==> config.mk <==
export PLATFORM = sky130hd
export DESIGN_NAME = lane_bit_packer
export DESIGN_NICKNAME = d
export VERILOG_FILES = /design/src/rtl/lane_bit_packer.sv
export SDC_FILE = /design/constraint.sdc
export NUM_CORES = 1
export LEC_CHECK = 0
export ABC_AREA = 1
export BUFFER_PORTS_ARGS = -buffer_cell sky130_fd_sc_hd__buf_2
export CELL_PAD_IN_SITES_DETAIL_PLACEMENT = 1
export CELL_PAD_IN_SITES_GLOBAL_PLACEMENT = 1
export CORE_ASPECT_RATIO = 1.25
export CORE_MARGIN = 1
export CORE_UTILIZATION = 46
export DETAILED_ROUTE_END_ITERATION = 16
export PLACE_DENSITY_LB_ADDON = 0.1
export SYNTH_ARGS = -nofsm -noshare
export SYNTH_HDL_FRONTEND = slang
export SYNTH_SLANG_ARGS = --single-unit
==> constraint.sdc <==
create_clock -name clk -period 1.8 [get_ports clk]
set_clock_uncertainty 0.05 [all_clocks]
set_input_delay 0.09 -clock clk [delete_from_list [all_inputs] [get_ports clk]]
set_output_delay 0.09 -clock clk [all_outputs]
set_load 0.05 [all_outputs]
==> src/rtl/lane_bit_packer.sv <==
// lane_bit_packer: two independent serial-to-parallel lane engines that turn
// the 1-to-2 demux output into WORD_W-bit words (LSB first), each with a
// one-entry valid/ready output register and a sticky overflow flag.

// Per-lane engine: bit assembly, output register, overflow flag.
module lane_bit_packer_lane #(
    parameter int WORD_W = 8
) (
    input  logic              clk,
    input  logic              rst,
    input  logic              bit_in,
    input  logic              vld,
    input  logic              ready,
    input  logic              ovf_clr,
    output logic [WORD_W-1:0] word,
    output logic              word_valid,
    output logic              overflow
);
    localparam int CW = $clog2(WORD_W);

    logic [WORD_W-2:0] sr;
    logic [CW-1:0]     cnt;
    logic              done;
    logic              free;

    // A word completes when the last bit position is filled; the output
    // register can take it if empty or draining this very cycle.
    always_comb begin
        done = vld && (cnt == CW'(WORD_W-1));
        free = !word_valid || ready;
    end

    // Shift register and bit counter: each accepted bit lands at position cnt.
    always_ff @(posedge clk or posedge rst) begin
        if (rst) begin
            sr  <= '0;
            cnt <= '0;
        end else if (vld) begin
            for (int i = 0; i < WORD_W-1; i++)
                if (cnt == CW'(i)) sr[i] <= bit_in;
            cnt <= done ? '0 : cnt + 1'b1;
        end
    end

    // Output register: load on completion when free, drop valid after a
    // transfer otherwise; data held while stalled.
    always_ff @(posedge clk or posedge rst) begin
        if (rst) begin
            word       <= '0;
            word_valid <= 1'b0;
        end else if (done && free) begin
            word       <= {bit_in, sr};
            word_valid <= 1'b1;
        end else if (word_valid && ready) begin
            word_valid <= 1'b0;
        end
    end

    // Sticky overflow: a dropped word sets it, and wins over a same-cycle clear.
    always_ff @(posedge clk or posedge rst) begin
        if (rst)               overflow <= 1'b0;
        else if (done && !free) overflow <= 1'b1;
        else if (ovf_clr)      overflow <= 1'b0;
    end
endmodule

// Top: two lane engines, one per demux output bit.
module lane_bit_packer #(
    parameter int WORD_W = 8
) (
    input  logic              clk,
    input  logic              rst,
    input  logic [1:0]        bit_in,
    input  logic [1:0]        lane_vld,
    output logic [WORD_W-1:0] word0,
    output logic              word0_valid,
    input  logic              word0_ready,
    output logic [WORD_W-1:0] word1,
    output logic              word1_valid,
    input  logic              word1_ready,
    output logic [1:0]        overflow,
    input  logic              ovf_clr
);
    localparam int NUM_LANES = 2;

    logic [NUM_LANES-1:0][WORD_W-1:0] word_arr;
    logic [NUM_LANES-1:0]             valid_arr;
    logic [NUM_LANES-1:0]             ready_arr;

    assign ready_arr   = {word1_ready, word0_ready};
    assign word0       = word_arr[0];
    assign word1       = word_arr[1];
    assign word0_valid = valid_arr[0];
    assign word1_valid = valid_arr[1];

    for (genvar n = 0; n < NUM_LANES; n++) begin : g_lane
        lane_bit_packer_lane #(.WORD_W(WORD_W)) u_lane (
            .clk        (clk),
            .rst        (rst),
            .bit_in     (bit_in[n]),
            .vld        (lane_vld[n]),
            .ready      (ready_arr[n]),
            .ovf_clr    (ovf_clr),
            .word       (word_arr[n]),
            .word_valid (valid_arr[n]),
            .overflow   (overflow[n])
        );
    end
endmodule
==> metrics, run 1 <==
status completed; Total Routing Usage GR 22.7%; Ant. Diodes 0; largest cells by area after synthesis dfrtp_1 (54%), nand2_1 (12%), nand3_1 (8.6%); number of endpoints with negative hold slack in the final report 0; residual overflow from global routing 0; post-route minimum period 1.43 ns; final wirelength 4.15 mm; Clock Latency Late Sink just under 0.3 ns; smallest hold slack around 0.050 ns; Max Transition Viols Final 0; Hold Path Class input port to flip-flop; CP Data Required Time roughly 2.0 ns; number of remaining DRC errors 0; DP Wirelength 3.03 mm; wire length of the first global-routing pass 7.24 mm; leading cell type in the layout, fill and taps excluded nand2_1; TritonCTS Buffers 5; via-per-instance ratio slightly above 5; YS warnings 0; area of the core approximately 3800 um2; die span in y ~73 um; fraction of layout cells with a size suffix above 1 roughly 21%; VDD IR max between 0.8 and 0.9 mV; clock sinks 40; type of destination of the critical path flip-flop; number of input and output port buffers inserted 28; total number of vias 1,425; power density relative to cell area about 1800 nW/um2; Die Footprint 4300 um2; share of the yosys chip area belonging to registers between 50% and 60%; synth-to-layout area growth 17.3%; path type of the worst setup path flip-flop to flip-flop; number of nets at the end of the flow 246; maximum net fanout on the critical path 9; Max-Slew Margin vs Limit approximately 66%; reported max-cap violation count 0; filler instances around 470; register-to-register setup slack roughly 0.37 ns; upper clock frequency limit 699 MHz; net count after synthesis approximately 220; critical path launch point type flip-flop; clock tree from TritonCTS done; number of routed nets with antenna violations 0; # H-tree levels 2; share of the synthesized area in the top cell type approximately 54%; synth unique cells 17; clock edge transition at the registers on the reported setup and hold paths ~0.08 ns; Initial Utilization around half; chip width roughly 60 um; placer's final routability congestion estimate 0.768; unrepaired setup endpoints after global routing false; post-route total power slightly below 4000 uW; WHS Path Cells 3; Iter 0 DRT Violations 67; signal arrival time at the worst endpoint roughly 1.6 ns; final-layout setup total negative slack 0 ns; Post-Synthesis Cells 195; DRT Pass-1 Iters 4; number of top-level design ports 29; number of rows in the core area 25; number of endpoints failing setup at the final stage 0; commonest cells after routing, fill and taps aside nand2_1 (58), dfrtp_1 (40), nand3_1 (32), buf_2 (28), inv_1 (13); dominant cell type by area after synthesis dfrtp_1; period utilisation layout between 70% and 80%; area of all sequential standard cells ~1000 um2; number of buffers on the longest clock path 2; average size of a mapped cell around 9.5 um2; antenna violations before repair 0; Syn Std Cell Area approximately 1900 um2; routed len/inst approximately 15 um; area of combinational cells with multiple inputs about 710 um2; Root Buffer clkbuf_8; post-CTS sizing 0; maximum number of pins on one net before global-route repair 41; static leakage around 0.0012 uW; vias in the first global route around 1,500; FF+latch count, synth 40; reg2reg path depth 7; transition time at the pin with the least slew margin 0.506 ns
area by class of cell:
cell class	instances	share of cell area, %
Multi-Input combinational cell	130	32.5
Timing Repair Buffer	31	7.69
Tap cell	54	3.10
Clock inverter	3	4.13
Clock buffer	5	3.16
Inverter	17	3.50
Sequential cell	40	45.9
per-layer routing:
metal,part of all wire (%),wire length (um),global-route usage (%),up-vias
li1,-,-,-,696
met1,43,1780,27.0,685
met2,52,2150,39.0,31
met3,2.2,93,3.55,13
met4,3.0,126,11.6,0
met5,0,0,0,-
synthesized netlist by cell type, drive strengths merged:
master,count
nand3,32
nand2,64
nand4,6
inv,17
o22ai,4
dfrtp,40
ha,12
buf,8
o21ai,12
repair_timing:
action | 4_1_cts | 5_1_grt
endpoints found under the hold margin | 42 | 0
hold buffers | 2 | 0
setup buffers | 0 | 0
setup endpoints to repair | 0 | 0
kinds of logic after synthesis:
kind of cell	synth area share, %
buffers and inverters	8.01
DFF	53.9
AOI/OAI and AO/OA	4.58
adders and majority gates	8.08
and+or+nand+nor	25.5
critical path: stages, from the launching register on:
cell and delay [ns]:
dfrtp_1 0.41, ha_1 0.24, ha_1 0.24, nand2_4 0.11
inv_6 0.05, nand2_4 0.10, nand2_1 0.08, nand2_1 0.09
through the flow:
stage / util, % / setup slack, ns / std cells / cell area, um2
after floorplan: - / 0.552 / 195 / 1860
after global placement: 52.4 / 0.493 / 270 / 2000
after CTS: 57.1 / 0.373 / 280 / 2180
final: 57.1 / 0.370 / 280 / 2180
after detailed placement: 52.4 / 0.387 / 270 / 2000
after global routing: 57.1 / 0.283 / 280 / 2180
worst paths after layout:
check / endpoint / start
max: g_lane[0].u_lane.word[1] / g_lane[0].u_lane.cnt[0]
min: g_lane[0].u_lane.sr[0] / bit_in[0]
max reg2reg: g_lane[0].u_lane.word[1] / g_lane[0].u_lane.cnt[0]
min reg2reg: g_lane[1].u_lane.word[7] / g_lane[1].u_lane.word[7]
max in group asynchronous: g_lane[1].u_lane.word[0] / rst
min in group asynchronous: g_lane[0].u_lane.word[5] / rst
report_power, final:
part           internal (uW)  switching, uW
combinational            382           1100
clock                    693            317
sequential              1250            230
sequential cells by signal (all words and copies together) (netlist names):
name	flops
g_lane.u_lane.sr	14
g_lane.u_lane.cnt	6
g_lane.u_lane.overflow	2
g_lane.u_lane.word_valid	2
g_lane.u_lane.word	16
Note: power is estimated with default switching activity, not from simulation.
==> run 2: changes to the inputs <==
- CORE_UTILIZATION: 46 -> 42
- clock period: 1.8 -> 1.4 ns (I/O delays scaled with it)
==> run 2 against run 1 <==
Against the previous run:
- hold slack got worse by 0.024 ns
- sequential cell count unchanged
- via count is 2.0% lower
- critical path type unchanged
- combinational power increased by 30%
- sequential share of layout area grew 0.35 points
- first-iteration DRC count fell by 15%
- final cell count grew 1.8%
- maximum frequency up 8.3%
- worst setup slack got worse by 0.29 ns
- clock power down 22%
- die area increased by 9.2%
- largest power group is now combinational cells
- non-clock buffer count increased by 3
==> metrics, run 2 (synthesis results as in run 1) <==
number of routed nets with antenna violations 0 (unchanged); antenna violations before repair 0 (unchanged); largest registers in the final layout g_lane.u_lane.word x16, g_lane.u_lane.sr x14, g_lane.u_lane.cnt x6 (unchanged); number of rows in the core area 26 (was 25); stage delay of the slowest cell on the critical path 0.38 ns (was 0.41 ns); WP depth 7 (unchanged); transition time at the pin with the least slew margin 0.506 ns (about the same); register containing the most flip-flops in the final layout g_lane.u_lane.word (unchanged); total buffers and inverters traversed by the critical path 1 (unchanged); family of cells with the greatest summed delay on the critical path adder cells (unchanged); Root Buffer clkbuf_8 (unchanged); reg2reg path depth 7 (unchanged); Hold Path Class input port to flip-flop (unchanged); DRT Pass-1 Iters 4 (unchanged); Max-Slew Margin vs Limit 66.3% (about the same); final core utilization 52.0% (was 57.1%); cell with the biggest individual delay on the critical path dfrtp_1 (unchanged); vias in the first global route 1,373 (was 1,543); VDD IR max 0.831 mV (was 0.826 mV); type of destination of the critical path flip-flop (unchanged); number of buffers on the longest clock path 2 (unchanged); Clock Latency Late Sink 0.29 ns (about the same); number of top-level design ports 29 (unchanged); reported max-cap violation count 0 (unchanged); Critical Path Sink g_lane[1].u_lane.word[6] (was g_lane[0].u_lane.word[1]); wire length of the first global-routing pass 6.52 mm (was 7.24 mm); maximum number of pins on one net before global-route repair 41 (unchanged); upper clock frequency limit 757 MHz (was 699 MHz); reg-to-reg critical path endpoint g_lane[1].u_lane.word[6] (was g_lane[0].u_lane.word[1]); path type of the worst setup path flip-flop to flip-flop (unchanged); startpoint of the lowest-slack register-to-register path g_lane[1].u_lane.cnt[1] (was g_lane[0].u_lane.cnt[0]); routed len/inst 13.7 um (was 14.8 um); number of nets at the end of the flow 249 (was 246); ordered list of cells on the worst path ha_1 -> ha_4 -> nand2_4 -> inv_8 -> nand2_4 -> nand2_1 -> nand2_1 (was ha_1 -> ha_1 -> nand2_4 -> inv_6 -> nand2_4 -> nand2_1 -> nand2_1); post-route minimum period 1.32 ns (was 1.43 ns); CP Data Required Time 1.53 ns (was 1.97 ns); commonest cells after routing, fill and taps aside nand2_1 (58), dfrtp_1 (40), nand3_1 (32), buf_2 (28), inv_1 (13) (unchanged); area of the core 4160 um2 (was 3820 um2); smallest hold slack 0.0260 ns (was 0.0500 ns); static leakage 0.00117 uW (was 0.00119 uW); Initial Utilization 44.6% (was 48.7%); number of flip-flops in the largest register 16 (unchanged); Ant. Diodes 0 (unchanged); Die Footprint 4700 um2 (was 4300 um2); # H-tree levels 2 (unchanged); origin of the worst setup path g_lane[1].u_lane.cnt[1] (was g_lane[0].u_lane.cnt[0]); dpl ws 0.0191 ns (was 0.387 ns); power density relative to cell area 2140 nW/um2 (was 1820 nW/um2); clock sinks 40 (unchanged); Total Routing Usage GR 18.7% (was 22.7%); placer's final routability congestion estimate 0.738 (was 0.768); die span in y 76.4 um (was 73.1 um); clock edge transition at the registers on the reported setup and hold paths 0.08 ns (about the same); WHS Path Cells 3 (unchanged); final cell count without fillers 285 (was 280); number of endpoints failing setup at the final stage 0 (unchanged); DP Wirelength 2.80 mm (was 3.03 mm); clock tree from TritonCTS done (unchanged); status completed (unchanged); register-to-register setup slack 0.08 ns (was 0.37 ns); fraction of layout cells with a size suffix above 1 22.3% (was 20.8%); number of remaining DRC errors 0 (unchanged); TritonCTS Buffers 5 (unchanged); residual overflow from global routing 0 (unchanged); filler instances 508 (was 467); final wirelength 3.91 mm (was 4.15 mm); chip width 61.5 um (was 58.8 um); number of input and output port buffers inserted 28 (unchanged); maximum net fanout on the critical path 9 (unchanged); via-per-instance ratio 4.90 (was 5.09); Iter 0 DRT Violations 57 (was 67); post-route worst setup slack 0.0794 ns (was 0.370 ns); number of endpoints with negative hold slack in the final report 0 (unchanged); number of placed cells counting well taps 272 (was 270); signal arrival time at the worst endpoint 1.45 ns (was 1.60 ns); total number of vias 1,396 (was 1,425); critical path launch point type flip-flop (unchanged); Max Transition Viols Final 0 (unchanged); leading cell type in the layout, fill and taps excluded nand2_1 (unchanged); period utilisation layout 94.3% (was 79.4%); synth-to-layout area growth 16.4% (was 17.3%)
run 2: changes by cell type in the layout (fill, tap and decap cells not counted), sizes merged:
cell and change:
buf +3, bufinv -3, clkbuf +3
run 2: what timing repair did:
action	4_1_cts	5_1_grt
hold endpoints to repair	42	0
setup endpoints to repair	0	16
buffers inserted	0	3
gates resized for setup	0	5
hold buffers	2	0
run 2: final cells by class:
| type | instances | area (um2) | share of cell area, % |
|---|---|---|---|
| multi-input combinational | 130 | 736 | 34.0 |
| sequential | 40 | 1000 | 46.3 |
| timing repair buffer | 34 | 190 | 8.79 |
| inverter | 17 | 76.3 | 3.53 |
| clock buffer | 8 | 90.1 | 4.16 |
| tap | 56 | 70.1 | 3.24 |
run 2: through the flow:
step	power [uW]	area (um2)	setup TNS, ns
after floorplan	3310	1860	0
after global routing	4990	2160	-0.00756
after detailed placement	3800	2000	0
after CTS	4600	2110	0
after global placement	3680	2000	0
final	4630	2160	0
run 2: worst reg2reg max path: cells and delay by family, from the launching register on:
family,cells,cell delay (ns)
fa+ha+maj,2,0.41
buf+inv,1,0.09
flops,1,0.38
simple gates,4,0.28
run 2: where the power goes:
part | leakage, uW | switching (uW) | internal (uW)
combinational | 0.000609 | 1400 | 535
clock | 0.0000455 | 383 | 402
sequential | 0.000516 | 299 | 1610
run 2: worst min path at each step:
stage / startpoint / end
2_1_floorplan: ovf_clr / g_lane[0].u_lane.overflow
3_3_place_gp: rst / g_lane[0].u_lane.word[6]
3_5_place_dp: rst / g_lane[0].u_lane.word[6]
4_1_cts: bit_in[1] / g_lane[1].u_lane.word[7]
5_1_grt: bit_in[1] / g_lane[1].u_lane.word[7]
6_report: bit_in[1] / g_lane[1].u_lane.word[7]
run 2: per-layer routing:
layer	up-vias	wire, um	GRT usage [%]
met5	-	0	0
met2	25	1950	28.1
met1	670	1780	25.2
li1	696	-	-
met4	0	59	6.67
met3	5	117	5.60
==> run 3: changes to the inputs <==
- ABC_AREA: 1 -> unset
- CORE_UTILIZATION: 42 -> 45
==> run 3 against run 2 <==
Against the previous run:
- the run now ends with negative setup slack left
- cell area up 16%
- utilization up 13 points
- synthesized cell count down 31%
==> metrics, run 3 <==
residual overflow from global routing 0 (unchanged); period utilisation layout 111% (was 94.3%); largest cells by area after synthesis dfrtp_1 (54%), mux2_4 (13%), ha_1 (8.1%) (was dfrtp_1 (54%), nand2_1 (12%), nand3_1 (8.6%)); maximum net fanout on the critical path 8 (was 9); number of routed nets with antenna violations 0 (unchanged); switching pwr 2160 uW (was 2080 uW); register containing the most flip-flops in the final layout g_lane.u_lane.word (unchanged); largest registers in the final layout g_lane.u_lane.word x16, g_lane.u_lane.sr x14, g_lane.u_lane.cnt x6 (unchanged); part of the total power dissipated in sequential elements 35.8% (was 41.3%); number of remaining DRC errors 0 (unchanged); number of buffers on the longest clock path 2 (unchanged); clock tree from TritonCTS done (unchanged); startpoint of the lowest-slack register-to-register path g_lane[1].u_lane.cnt[0] (was g_lane[1].u_lane.cnt[1]); area of all sequential standard cells 1000 um2 (about the same); Max Transition Viols Final 0 (unchanged); number of endpoints with negative hold slack in the final report 0 (unchanged); final core utilization 65.0% (was 52.0%); fraction of layout cells with a size suffix above 1 58.7% (was 22.3%); wire length of the first global-routing pass 6.20 mm (was 6.52 mm); number of placed cells counting well taps 226 (was 272); combinational group share of total power 46.5% (was 41.7%); area of the core 3850 um2 (was 4160 um2); filler instances 395 (was 508); Internal Pwr Total 3270 uW (was 2550 uW); reported max-cap violation count 0 (unchanged); adder-cell share of the synthesized area 8.10% (was 8.08%); Initial Utilization 48.2% (was 44.6%); clock sinks 40 (unchanged); # H-tree levels 2 (unchanged); net count after synthesis 155 (was 216); Top FF cell, synth dfrtp_1 (unchanged); Post-Synthesis Cells 134 (was 195); static leakage 0.00124 uW (was 0.00117 uW); number of flops mapped to enable cells by yosys 0 (unchanged); final-layout setup total negative slack -2.29 ns (was 0 ns); YS warnings 0 (unchanged); synthesized-area fraction occupied by and/or/nand/nor cells 8.50% (was 25.5%); final cell count without fillers 243 (was 285); via-per-instance ratio 4.85 (was 4.90); Total Routing Usage GR 20.1% (was 18.7%); largest family of logic cells by synthesized area multiplexers (was simple AND/OR/NAND/NOR gates); chip width 59.4 um (was 61.5 um); status complete, but fails checks (was completed); antenna violations before repair 0 (unchanged); Root Buffer clkbuf_8 (unchanged); Hold Path Class input port to flip-flop (unchanged); critical path launch point type flip-flop (unchanged); share of synthesized flip-flops with an asynchronous set or reset 100% (unchanged); upper clock frequency limit 645 MHz (was 757 MHz); unrepaired setup endpoints after global routing true; post-route worst setup slack -0.151 ns (was 0.0794 ns); total number of vias 1,178 (was 1,396); number of rows in the core area 25 (was 26); number of nets at the end of the flow 209 (was 249); maximum number of pins on one net before global-route repair 41 (unchanged); origin of the worst setup path g_lane[1].u_lane.cnt[0] (was g_lane[1].u_lane.cnt[1]); FF+latch count, synth 40 (unchanged); Clock Latency Late Sink 0.30 ns (was 0.29 ns); synth unique cells 22 (was 17); transition time at the pin with the least slew margin 0.500 ns (was 0.506 ns); number of top-level design ports 29 (unchanged); Iter 0 DRT Violations 29 (was 57); TritonCTS Buffers 5 (unchanged); routed len/inst 15.2 um (was 13.7 um); number of flip-flops in the largest register 16 (unchanged); clock edge transition at the registers on the reported setup and hold paths 0.08 ns (about the same); dominant cell type by area after synthesis dfrtp_1 (unchanged); vias in the first global route 1,268 (was 1,373); synth-to-layout area growth 34.8% (was 16.4%); post-synthesis mux area share 22.0% (was 0%); failing checks negative setup slack; die span in y 73.8 um (was 76.4 um); startpoint of the worst hold path bit_in[0] (was bit_in[1]); power density relative to cell area 2170 nW/um2 (was 2140 nW/um2); Net Sw Frac 39.8% (was 44.9%); most frequent cell after synthesis dfrtp_1 (was nand2_1); Clk network pwr share 17.7% (was 17.0%); leading cell type in the layout, fill and taps excluded dfrtp_1 (was nand2_1); CP Data Required Time 1.53 ns (about the same); VDD IR max 1.23 mV (was 0.831 mV); Ant. Diodes 0 (unchanged); dpl ws -0.188 ns (was 0.0191 ns); average size of a mapped cell 13.8 um2 (was 9.53 um2); DRT Pass-1 Iters 4 (unchanged); Max-Slew Margin vs Limit 66.7% (was 66.3%); signal arrival time at the worst endpoint 1.68 ns (was 1.45 ns); share of the yosys chip area belonging to registers 54.0% (was 53.9%); DP Wirelength 2.58 mm (was 2.80 mm); path type of the worst setup path flip-flop to flip-flop (unchanged); final wirelength 3.69 mm (was 3.91 mm); number of endpoints failing setup at the final stage 20 (was 0); number of input and output port buffers inserted 28 (unchanged); Syn Std Cell Area 1850 um2 (was 1860 um2); type of destination of the critical path flip-flop (unchanged); area of combinational cells with multiple inputs 907 um2 (was 736 um2); complex-gate fraction of the synthesized area 2.29% (was 4.58%); post-route minimum period 1.55 ns (was 1.32 ns); ranking of synthesized cells by instance count dfrtp_1 (40), mux2_4 (16), ha_1 (12), mux2_2 (11) (was nand2_1 (58), dfrtp_1 (40), nand3_1 (32), inv_1 (13), ha_1 (12)); share of the synthesized netlist area taken by xor and xnor gates 0% (unchanged); share of the synthesized area in the top cell type 54.0% (was 53.9%); commonest cells after routing, fill and taps aside dfrtp_1 (39), buf_2 (28), mux2_4 (18), buf_4 (16), mux2_2 (9) (was nand2_1 (58), dfrtp_1 (40), nand3_1 (32), buf_2 (28), inv_1 (13)); Die Footprint 4380 um2 (was 4700 um2); placer's final routability congestion estimate 0.767 (was 0.738)
run 3: cell types whose count changed after synthesis, sizes merged, moves of 3 or more:
cell	previous run	this run
nand2	64	10
mux2	0	30
nand3	32	6
o21ai	12	1
inv	17	11
nand4	6	0
and3	0	3
nand2b	0	3
nor2b	0	3
run 3: per-layer routing:
layer	share of wire, %	track usage [%]	up-vias
met4	1.4	7.14	0
met5	0	0	-
li1	-	-	557
met1	41	23.0	598
met3	2.8	5.81	6
met2	55	35.1	17
run 3: final cells by class:
| cell class | count | share of cell area (%) |
|---|---|---|
| sequential | 40 | 40.1 |
| multi-input combinational | 77 | 36.3 |
| clock buffer | 5 | 2.75 |
| clock inverter | 3 | 1.90 |
| tap | 54 | 2.70 |
| inverter | 11 | 1.85 |
| timing repair buffer | 53 | 14.4 |
run 3: through the flow:
step	instance area [um2]	total power, uW	hold WS [ns]
after detailed placement	2160	4220	0.173
final	2500	5420	0.0506
after global routing	2500	5750	0.0636
after CTS	2410	5330	0.0387
after floorplan	1890	3570	0.119
after global placement	2160	4120	0.159
run 3: what timing repair did:
action,4_1_cts,5_1_grt
setup endpoints to repair,21,31
hold endpoints to repair,44,0
cloned,0,0
pin swaps,2,3
buffers inserted,2,3
hold buffers,4,0
resized for setup,17,18
run 3: power by group through the flow:
stage | registers [uW] | clock network (uW) | logic (uW)
after floorplan | 2660 | 0 | 906
after global placement | 1920 | 0 | 2200
after detailed placement | 1950 | 0 | 2270
after CTS | 1950 | 1000 | 2380
after global routing | 2010 | 1040 | 2700
final | 1940 | 958 | 2520
run 3: final timing paths:
check,to,slack [ns],cells after the start
worst max-delay path,g_lane[1].u_lane.word[6],-0.15,6
worst min-delay path,g_lane[0].u_lane.sr[0],0.05,2
worst max register to register,g_lane[1].u_lane.word[6],-0.15,6
worst min register to register,g_lane[0].u_lane.sr[0],0.44,1
max in group asynchronous,g_lane[1].u_lane.word_valid,0.54,4
min in group asynchronous,g_lane[1].u_lane.overflow,0.41,4
run 3: kinds of logic (layout without fill, tap and decap cells):
logic type / Yosys count / after routing
compound gates: 7 / 7
fa+ha+maj: 12 / 12
buf+inv: 17 / 72
flops: 40 / 40
mux: 31 / 31
simple gates: 27 / 27
run 3: critical path, cell delays in order, from the launching register on:
cell and delay, ns:
dfrtp_1 0.41, ha_4 0.17, ha_4 0.12, nand2_2 0.05, nor2b_1 0.14, buf_6 0.18
mux2_4 0.31
